## config.mk

```make
export PLATFORM = sky130hd
export DESIGN_NAME = rv32_multicycle_ctrl
export DESIGN_NICKNAME = d
export VERILOG_FILES = /design/src/rtl/rv32_ctrl_pkg.sv /design/src/rtl/rv32_main_decoder.sv /design/src/rtl/rv32_multicycle_ctrl.sv
export SDC_FILE = /design/constraint.sdc
export NUM_CORES = 1
export LEC_CHECK = 0
export CELL_PAD_IN_SITES_DETAIL_PLACEMENT = 0
export CELL_PAD_IN_SITES_GLOBAL_PLACEMENT = 1
export CORE_MARGIN = 2
export CORE_UTILIZATION = 25
export CTS_CLUSTER_DIAMETER = 50
export DETAILED_ROUTE_END_ITERATION = 12
export PLACE_DENSITY = 0.9
export SYNTH_ARGS = -nofsm -noshare
export SYNTH_HDL_FRONTEND = slang
export SYNTH_HIERARCHICAL = 1
export SYNTH_SLANG_ARGS = --single-unit
```

## constraint.sdc

```tcl
create_clock -name clk -period 2.7 [get_ports clk]
set_clock_uncertainty 0.15 [all_clocks]
set_input_delay 0.405 -clock clk [delete_from_list [all_inputs] [get_ports clk]]
set_output_delay 0.405 -clock clk [all_outputs]
set_load 0.1 [all_outputs]
```

## src/rtl/rv32_ctrl_pkg.sv

```systemverilog
// Shared types for the RV32I multi-cycle control path: FSM state codes, opcodes,
// and the select encodings seen by the immediate generator, ALU and writeback mux.
package rv32_ctrl_pkg;

  typedef logic [2:0] state_t;

  localparam state_t ST_RST    = 3'd0;
  localparam state_t ST_FETCH  = 3'd1;
  localparam state_t ST_DECODE = 3'd2;
  localparam state_t ST_EXEC   = 3'd3;
  localparam state_t ST_MEM    = 3'd4;
  localparam state_t ST_WB     = 3'd5;
  localparam state_t ST_TRAP   = 3'd6;

  localparam logic [6:0] OP_R      = 7'b0110011;
  localparam logic [6:0] OP_IMM    = 7'b0010011;
  localparam logic [6:0] OP_LOAD   = 7'b0000011;
  localparam logic [6:0] OP_STORE  = 7'b0100011;
  localparam logic [6:0] OP_BRANCH = 7'b1100011;
  localparam logic [6:0] OP_JAL    = 7'b1101111;
  localparam logic [6:0] OP_JALR   = 7'b1100111;
  localparam logic [6:0] OP_LUI    = 7'b0110111;
  localparam logic [6:0] OP_AUIPC  = 7'b0010111;

  typedef enum logic [2:0] {
    IMM_I = 3'd0, IMM_S = 3'd1, IMM_B = 3'd2, IMM_U = 3'd3, IMM_J = 3'd4
  } imm_sel_t;

  typedef enum logic [1:0] {
    ALU_ADD = 2'd0, ALU_SUB = 2'd1, ALU_FUNCT = 2'd2, ALU_PASSB = 2'd3
  } alu_op_t;

  typedef enum logic [1:0] {
    WB_ALU = 2'd0, WB_MEM = 2'd1, WB_PC4 = 2'd2
  } wb_sel_t;

  typedef enum logic [2:0] {
    CLS_ALU     = 3'd0,
    CLS_LOAD    = 3'd1,
    CLS_STORE   = 3'd2,
    CLS_BRANCH  = 3'd3,
    CLS_JUMP    = 3'd4,
    CLS_UPPER   = 3'd5,
    CLS_ILLEGAL = 3'd6
  } instr_cls_t;

endpackage

```

## src/rtl/rv32_main_decoder.sv

```systemverilog
// Combinational opcode classifier: instruction class and immediate format.
module rv32_main_decoder
  import rv32_ctrl_pkg::*;
(
  input  logic [6:0] opcode,
  output instr_cls_t cls,
  output imm_sel_t   imm_sel
);

  // opcode -> class / immediate format
  always_comb begin
    cls     = CLS_ILLEGAL;
    imm_sel = IMM_I;
    case (opcode)
      OP_R, OP_IMM:     begin cls = CLS_ALU;     imm_sel = IMM_I; end
      OP_LOAD:          begin cls = CLS_LOAD;    imm_sel = IMM_I; end
      OP_STORE:         begin cls = CLS_STORE;   imm_sel = IMM_S; end
      OP_BRANCH:        begin cls = CLS_BRANCH;  imm_sel = IMM_B; end
      OP_JAL:           begin cls = CLS_JUMP;    imm_sel = IMM_J; end
      OP_JALR:          begin cls = CLS_JUMP;    imm_sel = IMM_I; end
      OP_LUI, OP_AUIPC: begin cls = CLS_UPPER;   imm_sel = IMM_U; end
      default:          begin cls = CLS_ILLEGAL; imm_sel = IMM_I; end
    endcase
  end

endmodule

```

## src/rtl/rv32_multicycle_ctrl.sv

```systemverilog
// Multi-cycle RV32I control FSM sharing one variable-latency memory port.
// Optional CTRL_PERF_CNT_EN adds cycle_cnt / instret_cnt performance counters.
module rv32_multicycle_ctrl
  import rv32_ctrl_pkg::*;
#(
  parameter int MEM_TIMEOUT = 15,
  parameter int CNT_W       = 32
) (
  input  logic        clk,
  input  logic        rst_n,
  input  logic [31:0] instr,
  input  logic        mem_ready,
  input  logic        br_taken,
  output logic        mem_req,
  output logic        mem_we,
  output logic        mem_addr_sel,
  output logic        ir_we,
  output logic        pc_we,
  output logic        pc_src,
  output logic [2:0]  imm_sel,
  output logic        alu_src_a,
  output logic        alu_src_b,
  output logic [1:0]  alu_op,
  output logic        reg_we,
  output logic [1:0]  wb_sel,
  output logic        trap
`ifdef CTRL_PERF_CNT_EN
  ,
  output logic [CNT_W-1:0] cycle_cnt,
  output logic [CNT_W-1:0] instret_cnt
`endif
);

  localparam int TW = $clog2(MEM_TIMEOUT + 1);

  state_t     state;
  state_t     state_nxt;
  logic [TW-1:0] wait_cnt;
  logic [6:0] opcode;
  instr_cls_t cls;
  imm_sel_t   dec_imm;
  alu_op_t    dec_alu_op;
  logic       timeout;
  logic       instr_unused;

  assign opcode       = instr[6:0];
  assign instr_unused = ^instr[31:7];
  // Last permitted waiting cycle: completing now still wins over the timeout.
  assign timeout      = (wait_cnt == TW'(MEM_TIMEOUT - 1));

  rv32_main_decoder u_dec (
    .opcode  (opcode),
    .cls     (cls),
    .imm_sel (dec_imm)
  );

  // ALU operation implied by the instruction class
  always_comb begin
    dec_alu_op = ALU_ADD;
    case (cls)
      CLS_ALU:    dec_alu_op = ALU_FUNCT;
      CLS_BRANCH: dec_alu_op = ALU_SUB;
      CLS_UPPER:  dec_alu_op = (opcode == OP_LUI) ? ALU_PASSB : ALU_ADD;
      default:    dec_alu_op = ALU_ADD;
    endcase
  end

  // next-state logic
  always_comb begin
    state_nxt = state;
    case (state)
      ST_RST:    state_nxt = ST_FETCH;
      ST_FETCH: begin
        if (mem_ready)    state_nxt = ST_DECODE;
        else if (timeout) state_nxt = ST_TRAP;
        else              state_nxt = ST_FETCH;
      end
      ST_DECODE: state_nxt = (cls == CLS_ILLEGAL) ? ST_TRAP : ST_EXEC;
      ST_EXEC: begin
        case (cls)
          CLS_LOAD, CLS_STORE: state_nxt = ST_MEM;
          CLS_BRANCH:          state_nxt = ST_FETCH;
          default:             state_nxt = ST_WB;
        endcase
      end
      ST_MEM: begin
        if (mem_ready)    state_nxt = (cls == CLS_LOAD) ? ST_WB : ST_FETCH;
        else if (timeout) state_nxt = ST_TRAP;
        else              state_nxt = ST_MEM;
      end
      ST_WB:     state_nxt = ST_FETCH;
      ST_TRAP:   state_nxt = ST_TRAP;
      default:   state_nxt = ST_TRAP;
    endcase
  end

  // state register and memory wait counter
  always_ff @(posedge clk) begin
    if (!rst_n) begin
      state    <= ST_RST;
      wait_cnt <= '0;
    end else begin
      state <= state_nxt;
      if (state_nxt != state)
        wait_cnt <= '0;
      else if (state == ST_FETCH || state == ST_MEM)
        wait_cnt <= wait_cnt + TW'(1);
      else
        wait_cnt <= wait_cnt;
    end
  end

  // Moore outputs, with the completion handshakes and branch decision folded in
  always_comb begin
    mem_req      = 1'b0;
    mem_we       = 1'b0;
    mem_addr_sel = 1'b0;
    ir_we        = 1'b0;
    pc_we        = 1'b0;
    pc_src       = 1'b0;
    imm_sel      = IMM_I;
    alu_src_a    = 1'b0;
    alu_src_b    = 1'b0;
    alu_op       = ALU_ADD;
    reg_we       = 1'b0;
    wb_sel       = WB_ALU;
    trap         = 1'b0;
    case (state)
      ST_FETCH: begin
        mem_req = 1'b1;
        ir_we   = mem_ready;
        pc_we   = mem_ready;
      end
      ST_DECODE: begin
        imm_sel = dec_imm;
        alu_op  = dec_alu_op;
      end
      ST_EXEC: begin
        imm_sel = dec_imm;
        alu_op  = dec_alu_op;
        case (cls)
          CLS_ALU:             alu_src_b = (opcode == OP_IMM);
          CLS_LOAD, CLS_STORE: alu_src_b = 1'b1;
          CLS_BRANCH: begin
            pc_we  = br_taken;
            pc_src = 1'b1;
          end
          CLS_JUMP: begin
            pc_we     = 1'b1;
            pc_src    = 1'b1;
            alu_src_a = (opcode == OP_JAL);
            alu_src_b = 1'b1;
          end
          CLS_UPPER: begin
            alu_src_a = (opcode == OP_AUIPC);
            alu_src_b = 1'b1;
          end
          default: alu_src_b = 1'b0;
        endcase
      end
      ST_MEM: begin
        mem_req      = 1'b1;
        mem_addr_sel = 1'b1;
        mem_we       = (cls == CLS_STORE);
      end
      ST_WB: begin
        reg_we = 1'b1;
        if (cls == CLS_LOAD)      wb_sel = WB_MEM;
        else if (cls == CLS_JUMP) wb_sel = WB_PC4;
        else                      wb_sel = WB_ALU;
      end
      ST_TRAP: trap = 1'b1;
      default: trap = 1'b0;
    endcase
  end

`ifdef CTRL_PERF_CNT_EN
  // cycle and retired-instruction counters
  always_ff @(posedge clk) begin
    if (!rst_n) begin
      cycle_cnt   <= '0;
      instret_cnt <= '0;
    end else begin
      if (state != ST_RST && state != ST_TRAP)
        cycle_cnt <= cycle_cnt + CNT_W'(1);
      else
        cycle_cnt <= cycle_cnt;
      if (state_nxt == ST_FETCH && (state == ST_WB || state == ST_EXEC || state == ST_MEM))
        instret_cnt <= instret_cnt + CNT_W'(1);
      else
        instret_cnt <= instret_cnt;
    end
  end
`endif

endmodule

```

==> run metrics, run 1 <==
Tot GR Track Use 0.140; VDD IR max 0.308 mV; minimum clock period 2.64 ns; Worst path slowest cell or4_4; nets 212; fill cell count 329; most common cell after layout, fill and taps aside buf_4; share of cells above drive strength 1 0.428; CP peak stage delay 0.52 ns; WL final 2.69 mm; CP Max Fanout 5; Reg2Reg Launch Point state[0]; Final Setup Violations 0; drt pass-1 iters 4; synthesized flop and latch total 7; die width 63.2 um; commonest non-fill, non-tap cells in the layout 27 x buf_4, 14 x buf_12, 9 x nor2_1; clock sink count 7; EDFF count, synth 0; Worst Path Arrival 2.08 ns; global-route wire length before repair 4.65 mm; P_sw 0.187 mW; syn nets 160; Lkg Pwr 0.656 nW; number of global-route vias before repair 1103; Comb power frac 0.519; vias per inst 4.87; initial core utilization 0.261; Cell Area, Synth 877 um2; ys async rst share 0; DP HPWL 2.17 mm; Reg area 140 um2; DRT iter0 DRCs 27; CTS root buffer clkbuf_4; startpoint types input port; post-route ant nets 0; fin util 0.491; GPL Wtd Cong 0.798; Worst-Margin Slew 0.381 ns; Syn Area/Cell 7.19 um2; Die H 63.2 um; CORE AREA 3360 um2; I/O Pins 53; total gr overflow 0; HP Class flip-flop to flip-flop; Seq/Total Area, Yosys 0.160; Final Max Slew Viols 0; cell family with most CP delay simple AND/OR/NAND/NOR gates; Net Sw Frac 0.416; post-synth top area cell dfxtp_1; TritonCTS buffer count 3; Fmax achieved 0.379 GHz; status finished clean; Clock Latency Late Sink 0.26 ns; Synth area leaders dfxtp_1 16%, xnor2_1 6.0%, and2_1 4.3%; total die area 4000 um2; Synth Warn # 6; Port-buffer cells 27; Crit. Startpoint instr[5]; worst-path cell chain buf_6 > buf_6 > xnor2_2 > nand2_1 > a211oi_2 > nand2_1 > or4_4 > a21oi_4 > buf_12; Critical Path RT 2.14 ns; clock network fraction of design power 0.217; hold buffers post-CTS 0; CP Buf/Inv Count 3; WHS 0.420 ns; largest net degree at the start of global routing 13; ys flop type dfxtp_1; clk buf depth 2; Pint 0.263 mW; area occupied by multi-input gates 802 um2; FP Rows 21; P&R area growth vs syn 88.2%; hold path startpoint wait_cnt[3]; max-cap viol count 0; # DRC 0; pre-CTS setup slack -0.454 ns; Pwr per Cell Area 272 nW/um2; Crit. End Element output pin; Clock Pin Slew Worst Setup and Hold Paths 0.05 ns; Final Hold Viols 0; Slew headroom 0.740; Tcrit/Tclk final 0.976; setup slack after layout 0.0637 ns; WS Path Type input port to output pin; CTS tree built; RSZ-0062 raised after global routing no; top-area cell type share of the netlist area 0.160; sequential share of power 0.264; Syn Inst Count 122; # diodes 0; vias 1067; routed len/inst 12.3 um; initial antenna violation count 0; H-tree levels 1; post-synth cell types 47
-- kinds of logic after synthesis --
logic type      share of synthesized area
compound gates                      0.224
simple gates                        0.435
mux                                0.0228
xor+xnor                           0.0699
buf+inv                            0.0599
fa+ha+maj                          0.0285
flops                               0.160
-- power groups by stage --
stage,sequential [mW],clock (mW),combinational (mW)
2_1_floorplan,0.115,0,0.143
3_3_place_gp,0.121,0,0.221
3_5_place_dp,0.121,0,0.226
4_1_cts,0.119,0.104,0.229
5_1_grt,0.120,0.108,0.249
6_report,0.119,0.0976,0.233
-- metal layers --
| layer | up-vias | share of wire | track usage |
|---|---|---|---|
| met2 | 27 | 0.55 | 0.275 |
| met5 | - | 0 | 0 |
| met3 | 4 | 0.034 | 0.0161 |
| li1 | 544 | - | - |
| met1 | 492 | 0.40 | 0.148 |
| met4 | 0 | 0.019 | 0.0625 |
-- worst register-to-register path: cells and delay by family, from the launching register on --
kind            cells  cell delay, ns
simple gates        2            0.71
flops               1            0.47
compound gates      2            0.37
-- metrics by stage --
stage                     TNS [ns]  area [um2]  total power, mW  std cells
final                            0        1650            0.449        219
after global routing             0        1650            0.476        219
after CTS                        0        1620            0.451        219
after detailed placement     -3.83        1570            0.347        213
after global placement       -3.27        1570            0.342        213
after floorplan             -0.604         967            0.258        122
-- state kept, by name, indices dropped and copies added, names as in the netlist --
register / flops
state: 3
wait_cnt: 4
-- cell type report --
type / instances / area share
clock buffers: 4 / 0.0159
multi-input cells: 103 / 0.486
well taps: 46 / 0.0349
repair buffers: 53 / 0.365
inverters: 6 / 0.0136
flip-flops and latches: 7 / 0.0849
-- worst paths after layout --
kind / endpoint / slack [ns] / cells past startpoint
setup reg to reg: wait_cnt[2] / 0.91 / 4
hold / removal: wait_cnt[3] / 0.42 / 2
hold reg to reg: wait_cnt[3] / 0.42 / 2
setup / recovery: alu_op[1] / 0.06 / 9
-- repair_timing --
item                       4_1_cts  5_1_grt
pin swaps                        6        8
setup endpoints to repair        9        7
setup buffers                    2        1
gates resized for setup         28        9
-- cell usage after synthesis, types with 2 or more instances --
cell type,count
dfxtp_1,7
nor2_1,10
ha_1,2
nand3_1,6
nor4_1,5
nor3b_1,4
inv_1,6
nand3b_1,2
xnor2_1,6
a21oi_1,5
buf_2,3
clkbuf_1,2
nor3_1,2
nor2b_1,3
mux2i_1,2
nand2b_1,4
and2_1,6
o211ai_1,2
o21ai_0,7
nand2_1,10
a21oi_2,2
Power figures use the tool's default switching activity.
==> run 2: changes to the inputs <==
--- a/config.mk
+++ b/config.mk
@@ -9,7 +9,7 @@
 export CELL_PAD_IN_SITES_GLOBAL_PLACEMENT = 1
 export CORE_MARGIN = 2
 export CORE_UTILIZATION = 25
-export CTS_CLUSTER_DIAMETER = 50
+export CTS_CLUSTER_DIAMETER = 100
 export DETAILED_ROUTE_END_ITERATION = 12
 export PLACE_DENSITY = 0.9
 export SYNTH_ARGS = -nofsm -noshare
==> results of run 2 <==
Final layout, timing and power as in run 1 (identical DEF).
